**config.mk**
```make
export PLATFORM = sky130hd
export DESIGN_NAME = msl_slave_receiver
export DESIGN_NICKNAME = d
export VERILOG_FILES = /design/src/rtl/msl_slave_receiver.sv
export SDC_FILE = /design/constraint.sdc
export NUM_CORES = 1
export LEC_CHECK = 0
export ABC_AREA = 0
export BUFFER_PORTS_ARGS = -buffer_cell sky130_fd_sc_hd__buf_2
export CORE_AREA = 10 10 90 92
export DETAILED_ROUTE_END_ITERATION = 10
export DIE_AREA = 0 0 100 102
export HOLD_SLACK_MARGIN = 0.08
export PLACE_DENSITY_LB_ADDON = 0.12
export SLEW_MARGIN = 20
export SYNTH_ARGS = -nofsm -noshare
export SYNTH_HDL_FRONTEND = slang
export SYNTH_SLANG_ARGS = --single-unit
```
**constraint.sdc**
```tcl
create_clock -name i_clk -period 3 [get_ports i_clk]
set_input_delay 0.3 -clock i_clk [delete_from_list [all_inputs] [get_ports i_clk]]
set_output_delay 0.3 -clock i_clk [all_outputs]
set_load 0.02 [all_outputs]
```
**src/rtl/msl_slave_receiver.sv**
```systemverilog
// MSL single-wire frame receiver: synchronises the line, measures run lengths in i_clk
// cycles and rebuilds the parallel word, flagging malformed frames with a cause code.
module msl_slave_receiver #(
  parameter int unsigned P_DATA_WIDTH = 8,
  parameter int unsigned P_SYSTEM_CLK = 50_000_000,
  parameter int unsigned P_IDLE_TICKS = 10
) (
  input  logic                    i_clk,
  input  logic                    i_rst_n,
  input  logic                    i_msl_sda,
  output logic [P_DATA_WIDTH-1:0] o_data,
  output logic                    o_data_valid,
  output logic                    o_frame_err,
  output logic [1:0]              o_err_code,
  output logic                    o_busy
);

  localparam int unsigned U        = P_SYSTEM_CLK / 1000;
  localparam int unsigned L_MIN    = 3 * U;
  localparam int unsigned L_SPLIT  = (15 * U) / 2;
  localparam int unsigned L_MAX    = 13 * U;
  localparam int unsigned IDLE_THR = P_IDLE_TICKS * U;
  localparam int unsigned IDLE_SAT = (IDLE_THR > L_MIN) ? IDLE_THR : L_MIN;
  localparam int unsigned RW       = $clog2(L_MAX + 1);
  localparam int unsigned IW       = $clog2(IDLE_SAT + 1);
  localparam int unsigned BW       = (P_DATA_WIDTH > 2) ? $clog2(P_DATA_WIDTH) : 1;

  // r_run holds (run length - 1) while a level is stable, so thresholds compare against L-1
  localparam logic [RW-1:0] RUN_MIN_M1   = RW'(L_MIN - 1);
  localparam logic [RW-1:0] RUN_SPLIT_M1 = RW'(L_SPLIT - 1);
  localparam logic [RW-1:0] RUN_MAX_M1   = RW'(L_MAX - 1);
  localparam logic [RW-1:0] RUN_MAX      = RW'(L_MAX);
  localparam logic [IW-1:0] IDLE_QUAL    = IW'(IDLE_THR);
  localparam logic [IW-1:0] IDLE_TOP     = IW'(IDLE_SAT);
  localparam logic [IW-1:0] IDLE_AFTER   = IW'(L_MIN);
  localparam logic [BW-1:0] LAST_BIT     = BW'(P_DATA_WIDTH - 1);

  if ((P_DATA_WIDTH % 2) != 0) begin : g_width_check
    $error("msl_slave_receiver: P_DATA_WIDTH must be even");
  end

  typedef enum logic [2:0] {
    S_IDLE,
    S_START_LO,
    S_START_HI,
    S_DATA,
    S_STOP_LO,
    S_STOP_HI
  } state_t;

  state_t                  state, state_nxt;
  logic                    sda_meta, sda_sync, sda_prev;
  logic                    line_edge, line_fall;
  logic [RW-1:0]           r_run;
  logic [IW-1:0]           idle_cnt;
  logic [BW-1:0]           bit_cnt;
  logic [P_DATA_WIDTH-1:0] shift_reg;
  logic                    run_glitch, run_short, run_timeout;
  logic                    done, err, seg_ok, seg_bit;
  logic [1:0]              err_code;

  always_ff @(posedge i_clk or negedge i_rst_n) begin
    if (!i_rst_n) begin
      sda_meta <= 1'b1;
      sda_sync <= 1'b1;
      sda_prev <= 1'b1;
    end else begin
      sda_meta <= i_msl_sda;
      sda_sync <= sda_meta;
      sda_prev <= sda_sync;
    end
  end

  assign line_edge   = sda_sync ^ sda_prev;
  assign line_fall   = sda_prev & ~sda_sync;
  assign run_glitch  = (r_run < RUN_MIN_M1);
  assign run_short   = (r_run < RUN_SPLIT_M1);
  assign run_timeout = (r_run >= RUN_MAX_M1);
  assign o_busy      = (state != S_IDLE);

  always_comb begin
    state_nxt = state;
    done      = 1'b0;
    err       = 1'b0;
    err_code  = 2'd0;
    seg_ok    = 1'b0;
    seg_bit   = 1'b0;
    case (state)
      S_IDLE: begin
        if (line_fall && (idle_cnt >= IDLE_QUAL)) state_nxt = S_START_LO;
      end
      S_STOP_HI: begin
        if (r_run == RUN_MIN_M1) begin
          done      = 1'b1;
          state_nxt = S_IDLE;
        end else if (line_edge) begin
          err       = 1'b1;
          err_code  = 2'd1;
          state_nxt = S_IDLE;
        end
      end
      default: begin
        // timeout outranks an edge arriving in the same cycle the run hits L_MAX
        if (run_timeout) begin
          err       = 1'b1;
          err_code  = 2'd3;
          state_nxt = S_IDLE;
        end else if (line_edge) begin
          if (run_glitch) begin
            err       = 1'b1;
            err_code  = 2'd1;
            state_nxt = S_IDLE;
          end else if (state == S_DATA) begin
            seg_ok  = 1'b1;
            seg_bit = ~run_short;
            if (bit_cnt == LAST_BIT) state_nxt = S_STOP_LO;
          end else if (!run_short) begin
            err       = 1'b1;
            err_code  = 2'd2;
            state_nxt = S_IDLE;
          end else begin
            case (state)
              S_START_LO: state_nxt = S_START_HI;
              S_START_HI: state_nxt = S_DATA;
              S_STOP_LO:  state_nxt = S_STOP_HI;
              default:    state_nxt = S_IDLE;
            endcase
          end
        end
      end
    endcase
  end

  always_ff @(posedge i_clk or negedge i_rst_n) begin
    if (!i_rst_n) begin
      state <= S_IDLE;
    end else begin
      state <= state_nxt;
    end
  end

  always_ff @(posedge i_clk or negedge i_rst_n) begin
    if (!i_rst_n) begin
      r_run     <= '0;
      idle_cnt  <= '0;
      bit_cnt   <= '0;
      shift_reg <= '0;
    end else begin
      if (line_edge) begin
        r_run <= '0;
      end else if (r_run != RUN_MAX) begin
        r_run <= r_run + 1'b1;
      end

      if (err) begin
        idle_cnt <= '0;
      end else if (done) begin
        idle_cnt <= IDLE_AFTER;
      end else if (!sda_sync) begin
        idle_cnt <= '0;
      end else if (idle_cnt != IDLE_TOP) begin
        idle_cnt <= idle_cnt + 1'b1;
      end

      if (seg_ok) begin
        bit_cnt   <= bit_cnt + 1'b1;
        shift_reg <= {shift_reg[P_DATA_WIDTH-2:0], seg_bit};
      end else if (state != S_DATA) begin
        bit_cnt <= '0;
      end
    end
  end

  always_ff @(posedge i_clk or negedge i_rst_n) begin
    if (!i_rst_n) begin
      o_data       <= '0;
      o_data_valid <= 1'b0;
      o_frame_err  <= 1'b0;
      o_err_code   <= 2'd0;
    end else begin
      o_data_valid <= done;
      o_frame_err  <= err;
      if (done) begin
        o_data     <= shift_reg;
        o_err_code <= 2'd0;
      end else if (err) begin
        o_err_code <= err_code;
      end
    end
  end

endmodule

```
After elaboration in Yosys (flattened, before gate mapping) --
Cells that the tools add are included.
Storage, ports and cells: bits of input ports 3, register bits after elaboration 68, logic and storage cells 95
Operators by class: $add $sub $neg 3, $lt $le $gt $ge 4, muxes and demuxes 49, reductions and logical operators 9, equal/unequal tests 14, bitwise operators 4
Operators by type and width (number):
- $mux W19 | 4
- $mux W20 | 2
- $mux W3 | 11
- $mux W1 | 21
- $add A20 B1 Y20 const B | 1
- $eq A20 B18 Y1 const B | 1
- $ge A20 B20 Y1 const B | 1
- $lt A20 B18 Y1 const B | 1
- $lt A20 B19 Y1 const B | 1
- $ne A20 B20 Y1 const B | 1
- $add A19 B1 Y19 const B | 1
- $ge A19 B19 Y1 const B | 1
- $ne A19 B19 Y1 const B | 1
- $mux W2 | 7
- $eq A3 B3 Y1 const B | 3
- $pmux W3 S3 | 1
- $eq A3 B2 Y1 const B | 2
- $ne A6 B3 Y1 const B | 1
- $pmux W3 S2 | 1
- $reduce_bool A2 Y1 | 3
- $ne A4 B1 Y1 const B | 1
- $pmux W2 S2 | 1
- $reduce_and A4 Y1 | 1
- $reduce_bool A4 Y1 | 1
- 13 further kinds | 14

Longest topological paths before layout --
depth after elaboration 9, depth in mapped cells 9, depth with buffers taken out 8

Worst setup path before layout --
OpenSTA, ideal clock, no wires.
kind reg-to-reg, start point register r_run[0], end point register bit_cnt[1], library setup time 0.125 ns, period minus slack after synthesis 2.399 ns, path slack 0.601 ns, data required time 2.875 ns, cell stages (with the launch flop) 8, buffers on the path 0, arrival 2.274 ns, path through dfrtp_1 -> ha_1 -> nand3_4 -> nor4_4 -> o221ai_1 -> a211o_2 -> nor2_8 -> mux2_2
On the way: word-level cells in the longest chain between the ends 6
Ends and longest elaborated chain:
- start, declared | RTL line 54 | logic [RW-1:0] r_run;
- start signal, assigned | RTL line 152 | r_run <= r_run + 1'b1;
- $lt A20 B18 Y1 | RTL line 76 | assign run_glitch = (r_run < RUN_MIN_M1);
- $mux W1 | RTL line 109 | if (run_glitch) begin
- $mux W1 | RTL line 108 | end else if (line_edge) begin
- $mux W1 (*) | RTL line 104 | if (run_timeout) begin
- $mux W1 (*) | RTL line 88 | case (state)
- $mux W3 / $reduce_bool A2 Y1 (equally long branches)
- end signal, assigned | RTL line 166 | bit_cnt <= bit_cnt + 1'b1;
- end, declared | RTL line 56 | logic [BW-1:0] bit_cnt;
Every way passes the cells marked *; elsewhere a longest branch is shown, timed or not. A chain may end at the register's enable or synchronous reset.

Worst setup path in the final report --
start point register r_run[0], end point register shift_reg[6]
On the way: word-level cells in the longest chain between the ends 5
Ends and longest elaborated chain:
- $lt A20 B18 Y1 | RTL line 76
- $mux W1 | RTL line 109
- $mux W1 | RTL line 108
- $mux W1 (*) | RTL line 104
- $mux W1 (*) | RTL line 88
- end signal, assigned | RTL line 167 | shift_reg <= {shift_reg[P_DATA_WIDTH-2:0], seg_bit};
- end, declared | RTL line 57 | logic [P_DATA_WIDTH-1:0] shift_reg;
Marks and branches as above.

==> flow_summary.ini <==
[critical_path]
timing.critical_path.slowest_cell_delay_ps = 460
critical_path.startpoint_type = flip-flop
path_max_fanout = 9
worst-endpoint-arrival_ps = 2930
timing_worst_setup_path_type = flip-flop to flip-flop
crit_slowest_cell = sky130_fd_sc_hd__a211o_2
timing.critical_path.cells = ha_1 -> nand3_4 -> nor4_4 -> o221ai_1 -> a211o_2 -> nor2_8 -> mux2_2
worstPathRequired_ps = 3240
critPathCaptureType = flip-flop

[floorplan]
start_util_pct = 59.6
floorplan.rows = 29
placeableCoreArea_um2 = 6280
dieHeight_um = 102
total_die_area_um2 = 10200
design.portCount = 16
die_width_um = 100

[global_route]
grt_first_pass_wirelength_um = 12500
global_route_usage_over_all_layers_pct = 15.0
antenna_found_initial = 0
grt_remaining_overflow = 0
grt_max_degree = 47
grt_pass1_vias = 2647

[route]
post-route-drc-count = 0
detail_route.vias_per_cell = 5.71
routed_wirelength_um = 7330
ant_nets = 0
vias = 2747
drt_iter0_drc = 150
routedWlPerCell_um = 15.2
dr.pass1.iters = 4

[power_and_ir_drop]
seqPwrFrac_pct = 53.0
power_density_relative_to_cell_area_nw_per_um2 = 439
sw_frac_of_total_pct = 24.5
internal_power_uw = 1350
power.ir.vdd_worst_mv = 0.428
netSwitchingPower_uw = 438
power.clock.fraction_pct = 42.6
p_leak_uw = 0.00186
power_frac_comb_pct = 4.3

[finish]
multi_input_comb_area_um2 = 1890
layout.filler_cells = 520
leading_cell_types_in_the_layout_fill_and_taps_excluded = sky130_fd_sc_hd__dfrtp_1, sky130_fd_sc_hd__nand2_1, sky130_fd_sc_hd__nor2_1
flow.area_growth_from_synthesis_pct = 8.56
register_area_um2 = 1710
layout.cells.most_common = sky130_fd_sc_hd__dfrtp_1
final_area_um2 = 4060
reg_top3 = r_run (20), idle_cnt (19)
layout.nets = 409
flip_flop_count_of_the_largest_register_all_copies_and_words_added = 20
regMostFlops = r_run
antenna_cells = 0
drive_gt1_share_pct = 15.3

[logic_synthesis]
ys_ff_latch = 68
ys_seq_area_share_pct = 45.6
synthArstFlopShare_pct = 100
synth-warning-count = 0
synth_enable_flop_cells = 0
mappedNetlistArea_um2 = 3740
syn_nets = 391
number_of_distinct_library_cells_after_synthesis = 64
syn_area_per_cell_um2 = 9.82
yosys_most_used_dff = sky130_fd_sc_hd__dfrtp_1
syn-instance-count = 381

[outcome]
outcome = complete, no violations

[placement]
final_hpwl_dp_um = 5140
place.gp.congestion = 0.885
placement.cell_area_um2 = 3840
port-buffer-count = 15

[clock_network]
number_of_buffers_inserted_during_clock_tree_synthesis = 9
clk_path_buf_depth = 2
cts.clk_slew.worst_paths_ps = 80
clock_latency_ps = 350
post_cts.resized_instances = 0
cts_tree = yes
cts_sinks = 68
h-tree-depth = 3
buffer_cell_driving_the_clock_tree_root = sky130_fd_sc_hd__clkbuf_8

[timing]
clock.fmax_mhz = 372
final_max_slew_viol_count = 0
worst_relative_slew_slack_pct = 47.6
final.period_utilization_pct = 89.7
finalWorstPathRequiredPeriod_ps = 2690
total_negative_slack_ps = 0
setup_viol = 0
finalHoldViolCount = 0
fin_skew_ps = 11.6
grt_setup_unrepaired = false
tightestPinTransition_ps = 781
final.hold.worst_slack_ps = 376

[worst_hold_path]
holdCritPathClass = flip-flop to flip-flop

[job]
drv.max_cap_violation_count = 0
power by group through the flow:
| stage | Clock [uW] | Sequential (uW) | Combinational (uW) |
|---|---|---|---|
| 5_1_grt | 814 | 948 | 90.2 |
| 2_1_floorplan | 0 | 959 | 48.5 |
| 3_5_place_dp | 0 | 964 | 77.8 |
| 6_report | 760 | 946 | 77.6 |
| 4_1_cts | 783 | 946 | 80.2 |
| 3_3_place_gp | 0 | 962 | 75.8 |
worst max-delay path: cells and delay by family, from the launching register on:
family / cells / cell delay [ps]
compound gates: 2 / 820
fa+ha+maj: 1 / 280
flops: 1 / 420
mux: 1 / 360
simple gates: 3 / 710
through the flow:
step,std cells,util [%],total power (uW),worst slack (ps)
6_report,481,64.7,1780,310
5_1_grt,481,64.7,1850,84.8
3_5_place_dp,463,61.2,1040,322
4_1_cts,481,64.7,1810,304
2_1_floorplan,381,-,1010,601
3_3_place_gp,463,61.2,1040,446
repair_timing:
| action | 4_1_cts | 5_1_grt |
|---|---|---|
| endpoints found under the hold margin | 66 | 0 |
| hold buffers | 2 | 0 |
| setup buffers | 0 | 0 |
Yosys cell counts (all sizes together), types with 5 or more instances:
master | n | share of area (%)
nand3 | 9 | 1.7
nor4 | 5 | 1.2
xor2 | 10 | 2.3
xnor2 | 23 | 5.4
o21ai | 10 | 1.3
nand2 | 55 | 5.5
buf | 9 | 2.3
ha | 7 | 2.3
mux2 | 9 | 2.7
nand4 | 11 | 1.8
nor3 | 19 | 2.5
inv | 10 | 1.0
nor2 | 26 | 3.0
a21oi | 14 | 1.9
and2 | 19 | 3.2
dfrtp | 65 | 43
clkbuf | 6 | 0.60
nor2b | 5 | 0.84
area by class of cell:
class                   instances  area share [%]
repair buffers                 22            3.27
well taps                      77            2.37
multi-input cells             288            46.5
clock inverters                 7            1.85
clock buffers                   9            3.05
inverters                      10           0.924
flip-flops and latches         68            42.0
metal layers:
layer | routed length (um) | vias up | global-route usage, % | share of wire, %
met5 | 0 | - | 0 | 0
met4 | 104 | 0 | 7.61 | 1.4
met3 | 265 | 10 | 3.04 | 3.6
met2 | 3430 | 42 | 22.7 | 47
met1 | 3530 | 1322 | 20.1 | 48
li1 | - | 1373 | - | -
final timing paths:
| kind | from | end | slack [ps] | cells past startpoint |
|---|---|---|---|---|
| hold / removal | sda_meta | sda_sync | 380 | 0 |
| min in group asynchronous | i_rst_n | r_run[9] | 470 | 3 |
| max in group asynchronous | i_rst_n | sda_sync | 2040 | 3 |
| hold reg to reg | sda_meta | sda_sync | 380 | 0 |
| setup / recovery | r_run[0] | shift_reg[6] | 310 | 7 |
| setup reg to reg | r_run[0] | shift_reg[6] | 310 | 7 |
cell families (layout without fill, tap and decap cells):
family                     after synthesis  in the layout  synth area share (%)
and+or+nand+nor                        180            180                  26.2
DFF                                     68             68                  45.6
AOI/OAI and AO/OA                       57             57                  11.0
xor gates and xnor gates                33             33                  7.73
buffers and inverters                   25             48                  3.88
muxes                                   11             11                  3.24
adders and majority gates                7              7                  2.34
(Power assumes the default switching activity.)
